$ cat src/rtl/half_adder_pkg.sv
// Shared constants, the 1-bit lane result type and the popcount helper
// for the registered half-adder array.
package half_adder_pkg;

    localparam int HA_WIDTH_DEF = 1;
    localparam int HA_CNT_W_DEF = 16;

    // Result of one independent half-adder lane.
    typedef struct packed {
        logic sum;
        logic carry;
    } ha_result_t;

    // Number of set bits in a 64-bit vector; narrower lanes are zero-extended by the caller.
    function automatic int unsigned popcount64(input logic [63:0] v);
        int unsigned cnt;
        cnt = 0;
        for (int i = 0; i < 64; i++) begin
            cnt += {31'b0, v[i]};
        end
        return cnt;
    endfunction

endpackage

$ cat src/rtl/half_adder_cell.sv
// Purely combinational 1-bit half adder: sum = a ^ b, carry = a & b.
module half_adder_cell
    import half_adder_pkg::*;
(
    input  logic a_i,
    input  logic b_i,
    output logic sum_o,
    output logic carry_o
);

    ha_result_t res;

    assign res     = '{sum: a_i ^ b_i, carry: a_i & b_i};
    assign sum_o   = res.sum;
    assign carry_o = res.carry;

endmodule

$ cat src/rtl/half_adder_unit.sv
// Registered array of independent half-adder lanes with a valid/ready
// output stage and a saturating count of carry bits in accepted results.
module half_adder_unit
    import half_adder_pkg::*;
#(
    parameter int WIDTH = HA_WIDTH_DEF,
    parameter int CNT_W = HA_CNT_W_DEF
) (
    input  logic             clk,
    input  logic             rst_n,
    input  logic [WIDTH-1:0] a,
    input  logic [WIDTH-1:0] b,
    input  logic             in_valid,
    output logic             in_ready,
    output logic [WIDTH-1:0] sum,
    output logic [WIDTH-1:0] carry,
    output logic             out_valid,
    input  logic             out_ready,
    output logic [CNT_W-1:0] carry_cnt,
    input  logic             cnt_clr
);

    // Extra headroom so one accept (at most 64 carries) cannot overflow before saturation.
    localparam int CW = CNT_W + 8;
    localparam logic [CW-1:0] CNT_MAX = {8'b0, {CNT_W{1'b1}}};

    logic [WIDTH-1:0] sum_d,   sum_q;
    logic [WIDTH-1:0] carry_d, carry_q;
    logic             out_valid_d, out_valid_q;
    logic [CNT_W-1:0] cnt_d, cnt_q;
    logic             accept;
    logic [CW-1:0]    cnt_wide;
    int unsigned      carry_pop;

    // One combinational half adder per lane; lanes never interact.
    generate
        for (genvar gi = 0; gi < WIDTH; gi++) begin : g_lane
            half_adder_cell u_cell (
                .a_i     (a[gi]),
                .b_i     (b[gi]),
                .sum_o   (sum_d[gi]),
                .carry_o (carry_d[gi])
            );
        end
    endgenerate

    // Output register is free when empty or being drained this cycle.
    assign in_ready  = !out_valid_q || out_ready;
    assign accept    = in_valid && in_ready;
    assign carry_pop = popcount64(64'(carry_d));
    assign cnt_wide  = {8'b0, cnt_q} + CW'(carry_pop);

    // Next-state for the valid flag and the saturating carry counter.
    always_comb begin
        out_valid_d = out_valid_q;
        cnt_d       = cnt_q;
        if (accept) begin
            out_valid_d = 1'b1;
        end else if (out_ready) begin
            out_valid_d = 1'b0;
        end
        if (cnt_clr) begin
            cnt_d = '0;
        end else if (accept) begin
            cnt_d = (cnt_wide > CNT_MAX) ? {CNT_W{1'b1}} : cnt_wide[CNT_W-1:0];
        end
    end

    // Result/state registers; operands are only sampled on an accept so idle a/b never leak in.
    always_ff @(posedge clk or negedge rst_n) begin
        if (!rst_n) begin
            sum_q       <= '0;
            carry_q     <= '0;
            out_valid_q <= 1'b0;
            cnt_q       <= '0;
        end else begin
            if (accept) begin
                sum_q   <= sum_d;
                carry_q <= carry_d;
            end
            out_valid_q <= out_valid_d;
            cnt_q       <= cnt_d;
        end
    end

    assign sum       = sum_q;
    assign carry     = carry_q;
    assign out_valid = out_valid_q;
    assign carry_cnt = cnt_q;

endmodule

$ cat config.mk
export PLATFORM = sky130hd
export DESIGN_NAME = half_adder_unit
export DESIGN_NICKNAME = d
export VERILOG_FILES = /design/src/rtl/half_adder_pkg.sv /design/src/rtl/half_adder_cell.sv /design/src/rtl/half_adder_unit.sv
export SDC_FILE = /design/constraint.sdc
export NUM_CORES = 1
export LEC_CHECK = 0
export CAP_MARGIN = 20
export CORE_MARGIN = 4
export CORE_UTILIZATION = 43
export DETAILED_ROUTE_END_ITERATION = 10
export GPL_TIMING_DRIVEN = 0
export PLACE_DENSITY = 0.72
export SYNTH_ARGS = -nofsm -noshare
export SYNTH_HDL_FRONTEND = slang
export SYNTH_SLANG_ARGS = --single-unit
$ cat constraint.sdc
create_clock -name clk -period 1.65 [get_ports clk]
set_clock_uncertainty 0.1 [all_clocks]
set_input_delay 0.4125 -clock clk [delete_from_list [all_inputs] [get_ports clk]]
set_output_delay 0.4125 -clock clk [all_outputs]
set_load 0.1 [all_outputs]
## After elaboration in Yosys (flattened, before gate mapping)

Cells that the tools add are included.

| word-level totals | value |
|---|---|
| register bits after elaboration | 19 |
| input bits | 7 |
| output and inout bits | 20 |

| operators by class | value |
|---|---|
| magnitude comparators | 1 |
| multiplexer cells | 5 |
| bitwise gates (word level) | 2 |
| add/subtract/negate cells | 1 |
| reduce and logical (&&, ||, !) cells | 5 |

Operator list:

| kind | count |
|---|---|
| 16-bit two-way mux | 3 |
| 16-bit by 1-bit adder with 17-bit output | 1 |
| 17-bit by 16-bit > comparator with 1-bit output, second input constant | 1 |
| 2-bit nonzero test | 2 |
| 1-bit two-way mux | 2 |
| 1-bit AND | 1 |
| 1-bit logical AND | 1 |
| 1-bit zero test | 1 |
| 1-bit logical OR | 1 |
| 1-bit bitwise XOR | 1 |

## Logic depth before layout (Yosys ltp)

Gate-level depths: netlist of the first run.

| depth | value |
|---|---|
| depth after elaboration | 6 |
| depth in mapped cells | 6 |
| mapped depth without buffers | 6 |

## Cells and area by module

From an unflattened synthesis of the first run, not the netlist that was laid out.

| second synthesis, totals | value |
|---|---|
| cell total of the unflattened synthesis | 112 |
| area, all modules | 1026.0 um^2 |

Modules (own cells, without submodules):

| module | times used | area an instance (um^2) | cells each |
|---|---|---|---|
| half_adder_unit | 1 | 1013.5 | 111 |
| half_adder_cell | 1 | 12.5 | 1 |

## Worst setup path after synthesis of the first run

No wires, ideal clock.

| timing | value |
|---|---|
| path type | reg-to-reg |
| from | register out_valid_q (netlist: out_valid) |
| to | register cnt_q[15] (netlist: carry_cnt[15]) |
| setup slack | -0.998 ns |
| clock period less this slack | 2.648 ns |
| arrival | 2.421 ns |
| setup time | 0.127 ns |
| cell stages (with the launch flop) | 6 |
| cells stage by stage | dfrtp_1 nor2b_1 inv_1 and4_1 a41oi_1 a21oi_1 |

| on the way | value |
|---|---|
| cells in the longest elaborated chain, start to end | 4 |

Ends and longest elaborated chain:

| element | RTL line | source |
|---|---|---|
| from (decl) | half_adder_unit.sv:29 | `logic out_valid_d, out_valid_q;` |
| from (signal assigned) | half_adder_unit.sv:81 | `out_valid_q <= out_valid_d;` |
| 1-bit zero test | half_adder_unit.sv:48 | `assign in_ready = !out_valid_q \|\| out_ready;` |
| 1-bit logical OR | half_adder_unit.sv:48 |  |
| via in_ready | half_adder_unit.sv:14 | `output logic in_ready,` |
| 1-bit logical AND | half_adder_unit.sv:49 | `assign accept = in_valid && in_ready;` |
| 2-bit nonzero test (no source line) | n/a |  |
| to (signal assigned) | half_adder_unit.sv:82 | `cnt_q <= cnt_d;` |
| to (decl) | half_adder_unit.sv:30 | `logic [CNT_W-1:0] cnt_d, cnt_q;` |

The timed path passes the listed nets, and every way through them passes these cells.
A chain may end at the register's enable or synchronous reset.

## Worst setup path after layout of the first run

| timing | value |
|---|---|
| from | register cnt_q[9] (netlist: carry_cnt[9]) |
| to | output port carry_cnt[9] |

RTL lines:

| element | RTL line | source |
|---|---|---|
| to (decl) | half_adder_unit.sv:19 | `output logic [CNT_W-1:0] carry_cnt,` |

No word-level cell between the ends.

==> flow_metrics.tcl, run 1 <==
set metrics [dict create \
    timing.fmax_mhz 573 \
    clk_latency_ns 0.32 \
    synthAdderAreaFrac 0.0348 \
    gp_congestion 0.816 \
    worstSetupStartpointType "flop" \
    dp_slack_ns -1.10 \
    tritoncts "done" \
    coreArea_um2 2300 \
    io_buffers 25 \
    diodes 0 \
    grt_pass1_vias 1088 \
    cp-end-kind "primary output" \
    peakVddDrop_mv 0.513 \
    routed_wl_um 3280 \
    drc_errors 0 \
    ys_types 28 \
    path_clk_slew_ns 0.13 \
    synth_simple_gate_area_frac 0.355 \
    min_period_ns 1.74 \
    synthCells 110 \
    fin_crit_sh 1.06 \
    worstSetupPathType "flop to primary output" \
    rsz0062_at_grt "true" \
    synth_top_area_cell "dfrtp_1" \
    synthMuxAreaShare 0 \
    cts.sinks 19 \
    status "finished, violations left" \
    p_leak_nw 0.708 \
    synth_area_leaders "dfrtp_1 44%, a211oi_1 4.9%, a31oi_1 4.6%" \
    drtIter0Drc 26 \
    slew_viol_final 0 \
    mappedNetlistNets 120 \
    via_per_inst 6.06 \
    ios 27 \
    ant_nets 0 \
    powerDensity_nw_per_um2 562 \
    critPathMaxFanout 3 \
    synth_top_family_by_area "simple AND/OR/NAND/NOR gates" \
    synth_seq_cells 19 \
    grt_max_degree 20 \
    cts_root_buffer "clkbuf_4" \
    cap_violations 0 \
    routedWlPerCell_um 18.3 \
    slew_headroom 0.411 \
    grt.overflow.total 0 \
    area_growth_pct 55.0 \
    required_ns 1.14 \
    chipHeight_um 58.1 \
    fin_hold_ws_ns 0.386 \
    violations "negative setup slack" \
    tightest_slew_ns 0.880 \
    synth-main-ff-cell "dfrtp_1" \
    syn-cell-area_um2 1080 \
    grt_use_total 0.205 \
    setup_viol 16 \
    setup_ws_ns -0.0946 \
    fp-row-count 17 \
    synth_seq_area_share 0.440 \
    hold_violations 0 \
    n_fill_cell 168 \
    drive_above_1_share 0.583 \
    synth.most_common_cell "dfrtp_1" \
    grt_pass1_wl_um 5410 \
    fin_nets 162 \
    clockBufferDepth 2 \
    synth_compound_area_frac 0.149 \
    hold-path-cell-count 2 \
    hpwl_um 2030 \
    die_x_um 58.1 \
    synthArstFlopShare 1.00 \
    h-tree-depth 1 \
    cp.arrival_ns 1.23 \
    synth_edf_count 0 \
    hold_buffers 0 \
    dieArea_um2 3380 \
    synthXorXnorAreaFrac 0 \
    synth.top_cells.by_count "19 x dfrtp_1, 12 x nand2_1, 10 x nor2_1" \
    hp-class "flop to flop" \
    first_pass_iters 4 \
    antenna_found_initial 0 \
    yosys.area.top_type_share 0.440 \
    ys_warn_count 0 \
    vias 1084 \
    setup-tns-final_ns -0.729 \
    avgSynthCellArea_um2 9.82 \
    numCtsBuffers 3 \
    start_util 0.470 \
    worstRegToRegCells 6 \
]
## worst paths after layout
check                      slack (ns)       endpoint    startpoint
max in group asynchronous        0.32   carry_cnt[1]         rst_n
setup / recovery                -0.09   carry_cnt[9]  carry_cnt[9]
setup reg to reg                -0.09  carry_cnt[14]  carry_cnt[0]
hold reg to reg                  0.39            sum           sum
hold / removal                   0.39            sum           sum
min in group asynchronous        0.48   carry_cnt[6]         rst_n
## flip-flops by register name, summed over array words and instances, names as in the netlist
signal     count
carry_cnt     16
carry          1
out_valid      1
sum            1
## critical path, stage by stage (launching register included)
cell	delay (ns)
dfrtp_4	0.52
buf_4	0.16
buf_4	0.23
## area by class of cell
| type | instances | area [um2] | share of cell area |
|---|---|---|---|
| clock inverters | 1 | 5.00 | 0.00299 |
| plain buffers | 3 | 11.3 | 0.00673 |
| multi-input cells | 85 | 746 | 0.445 |
| inverters | 3 | 15.0 | 0.00897 |
| repair buffers | 37 | 318 | 0.190 |
| well taps | 28 | 35.0 | 0.0209 |
| flip-flops and latches | 19 | 522 | 0.312 |
| clock buffers | 3 | 22.5 | 0.0135 |
## cells in the final DEF, fill, tap and decap left out, types with 2 or more instances in the layout
cell type	count
nor3_2	6
a31oi_1	6
a211oi_2	6
buf_4	23
nor2_1	10
nor3_1	4
nor2b_1	3
ha_4	2
and4_4	2
inv_1	2
clkbuf_4	4
buf_1	2
dfrtp_1	2
and3_1	2
dfrtp_4	10
nand4_4	2
a21oi_1	4
nand2_1	10
buf_2	3
buf_6	3
nor4_4	2
nand4_1	2
buf_12	2
dfrtp_2	7
and2_1	4
dlygate4sd2_1	2
## repair_timing
item,CTS,global route
setup endpoints to repair,36,21
pin swaps,22,9
buffers inserted,8,4
resized for setup,143,12
## routing by layer
| metal | track usage | vias to the layer above | routed length (um) |
|---|---|---|---|
| li1 | - | 498 | - |
| met1 | 0.268 | 524 | 1390 |
| met2 | 0.331 | 49 | 1600 |
| met3 | 0.0334 | 13 | 200 |
| met4 | 0.0927 | 0 | 86 |
| met5 | 0 | - | 0 |
## per-stage QoR
step	utilization	cells	area, um2	power (mW)
global placement	0.633	163	1460	0.684
finish	0.729	179	1670	0.940
floorplan	-	110	1170	0.626
global route	0.729	179	1670	0.975
CTS	0.691	175	1590	0.944
detailed placement	0.633	163	1460	0.687
## power breakdown
group	leakage [nW]	internal, mW	switching, mW	total [mW]
sequential	0.229	0.478	0.00765	0.486
clock	0.0177	0.0907	0.164	0.255
combinational	0.461	0.0483	0.152	0.200
total	0.708	0.617	0.323	0.940
## cells by family (layout without fill, tap and decap cells)
kind of cell,after synthesis,after routing
AO/OA/AOI/OAI,24,24
adder cells (fa/ha/maj),3,3
buffers and inverters,6,47
flip-flops,19,19
AND/OR/NAND/NOR,58,58
(Power assumes the default switching activity.)
==> inputs of run 2 (changes only) <==
CORE_ASPECT_RATIO = 0.8   (was unset)
CORE_MARGIN = unset   (was 4)
==> run 2 against run 1 <==
The run ends with design-rule violations, negative setup slack left. Clock-buffer cell count unchanged. Global-route usage up 2.8 points. Clock power about the same. Fmax up 0.78%. Critical endpoint is now in_ready. First-iteration DRC count up 7.7%. Sequential power about the same. Wire length down 5.1%. Design area down 0.15%. Die area down 20%. Worst setup slack better by 0.013 ns. Combinational power up 7%. Worst hold slack better by 0.011 ns.
==> flow_metrics.tcl, run 2 (synthesis gave the netlist of run 1 again) <==
set metrics [dict create \
    status "finished, violations left" \
    violations "design-rule violations, negative setup slack" \
    use_met1 0.321 \
    timing.rr.start "carry_cnt[0]" \
    cap_violations 0 \
    tritoncts "done" \
    drive_above_1_share 0.593 \
    routedWlPerCell_um 17.8 \
    drc_errors 1 \
    required_ns 1.14 \
    clockBufferDepth 2 \
    r2r_slack_ns -0.05 \
    rsz0062_at_grt "true" \
    critPathMaxFanout 2 \
    seq_area_um2 522 \
    grt-busiest-layer "met2" \
    clk_latency_ns 0.31 \
    hold_end "sum" \
    cts.sinks 19 \
    n_fill_cell 157 \
    hold_buffers 0 \
    hp-start "sum" \
    reg2reg_to "carry_cnt[14]" \
    crit_buf_inv 2 \
    cp.arrival_ns 1.22 \
    min_period_ns 1.73 \
    worstSetupPathType "flop to primary output" \
    fin_crit_sh 1.05 \
    final_cell_mix "25 x buf_4, 10 x nand2_1, 10 x dfrtp_4" \
    p_leak_nw 0.693 \
    largest_register_ffs 16 \
    chipHeight_um 46.8 \
    multi_input_area_um2 759 \
    grt_use_total 0.233 \
    via_per_inst 6.11 \
    powerDensity_nw_per_um2 571 \
    fp-row-count 15 \
    first_pass_iters 7 \
    worstPathCellList "nor2b_4 > clkinvlp_4 > buf_12" \
    drtIter0Drc 28 \
    grt.overflow.total 0 \
    dp_slack_ns -1.10 \
    tightest_slew_ns 0.874 \
    grt_max_degree 20 \
    slew_viol_final 0 \
    cp-end-kind "primary output" \
    slew_headroom 0.415 \
    die_x_um 58.0 \
    cts_root_buffer "clkbuf_4" \
    hold-path-cell-count 2 \
    io_buffers 25 \
    fin_nets 161 \
    numCtsBuffers 3 \
    ios 27 \
    gp_congestion 0.833 \
    total_power_mw 0.955 \
    coreArea_um2 2250 \
    diodes 0 \
    start_util 0.479 \
    grt_pass1_wl_um 4710 \
    vias 1069 \
    setup_viol 8 \
    h-tree-depth 1 \
    fin_hold_ws_ns 0.398 \
    critPathSlowestCell "dfrtp_4" \
    setup_ws_ns -0.0812 \
    hpwl_um 1900 \
    mostFrequentLayoutCell "buf_4" \
    dieArea_um2 2720 \
    path_clk_slew_ns 0.12 \
    hold_violations 0 \
    grtUsageMet3 0.0523 \
    area_growth_pct 54.8 \
    ant_nets 0 \
    worstSetupStartpointType "flop" \
    worstRegToRegCells 6 \
    max_stage_delay_ns 0.42 \
    antenna_found_initial 0 \
    peakVddDrop_mv 0.430 \
    routed_wl_um 3110 \
    grt_pass1_vias 956 \
    hp-class "flop to flop" \
    cp_top_family "flip-flops" \
    use_met2 0.382 \
    timing.fmax_mhz 578 \
]
==> run 2: cell count changes in the layout (fill, tap and decap cells not counted), moves of 2 or more <==
cell,delta
buf_2,-3
a31oi_1,+2
buf_4,+2
nor2_1,-2
nor2_4,+2
nor3_1,-2
==> run 2: report_power, final <==
| group | switching (mW) | internal (mW) | leakage (nW) |
|---|---|---|---|
| clock | 0.163 | 0.0907 | 0.0177 |
| combinational | 0.156 | 0.0577 | 0.446 |
| sequential | 0.00982 | 0.478 | 0.229 |
| total | 0.329 | 0.627 | 0.693 |
==> run 2: area by class of cell <==
cell class | count | share of cell area
plain buffers | 3 | 0.00674
clock buffers | 3 | 0.0135
clock inverters | 1 | 0.00299
inverters | 3 | 0.00898
multi-input cells | 85 | 0.454
flip-flops and latches | 19 | 0.312
well taps | 25 | 0.0187
repair buffers | 36 | 0.183
==> run 2: how the worst max path moves through the flow <==
stage                 startpoint            end  slack, ns  cells after the start
floorplan              out_valid  carry_cnt[13]      -0.49                      5
global placement       out_ready       in_ready      -1.08                      4
detailed placement     out_ready       in_ready      -1.10                      4
CTS                 carry_cnt[0]  carry_cnt[10]      -0.08                      6
global route        carry_cnt[0]   carry_cnt[6]      -0.13                      6
finish                 out_valid       in_ready      -0.08                      3
==> run 2: timing repair <==
action,4_1_cts,5_1_grt
pin swaps,22,22
resized for setup,142,20
setup endpoints to repair,36,20
buffers inserted,9,2
==> run 2: routing by layer <==
layer / wire length [um] / vias up
li1: - / 495
met1: 1430 / 546
met2: 1510 / 24
met3: 142 / 4
met4: 25 / 0
met5: 0 / -
==> run 2: through the flow <==
step	area, um2	instances	TNS (ns)	util
2_1_floorplan	1170	110	-7.03	-
3_3_place_gp	1450	160	-23.62	0.644
3_5_place_dp	1450	160	-23.66	0.644
4_1_cts	1570	173	-0.547	0.698
5_1_grt	1670	175	-1.13	0.742
6_report	1670	175	-0.256	0.742
==> run 2: worst min-delay path: cells and delay by family (launching register included) <==
family	cells	cell delay, ns
flops	1	0.37
simple gates	2	0.11
==> inputs of run 3 (changes only) <==
CTS_CLUSTER_SIZE = 10   (was unset)
==> results of run 3 <==
Final layout, timing and power as in run 2 (identical DEF).
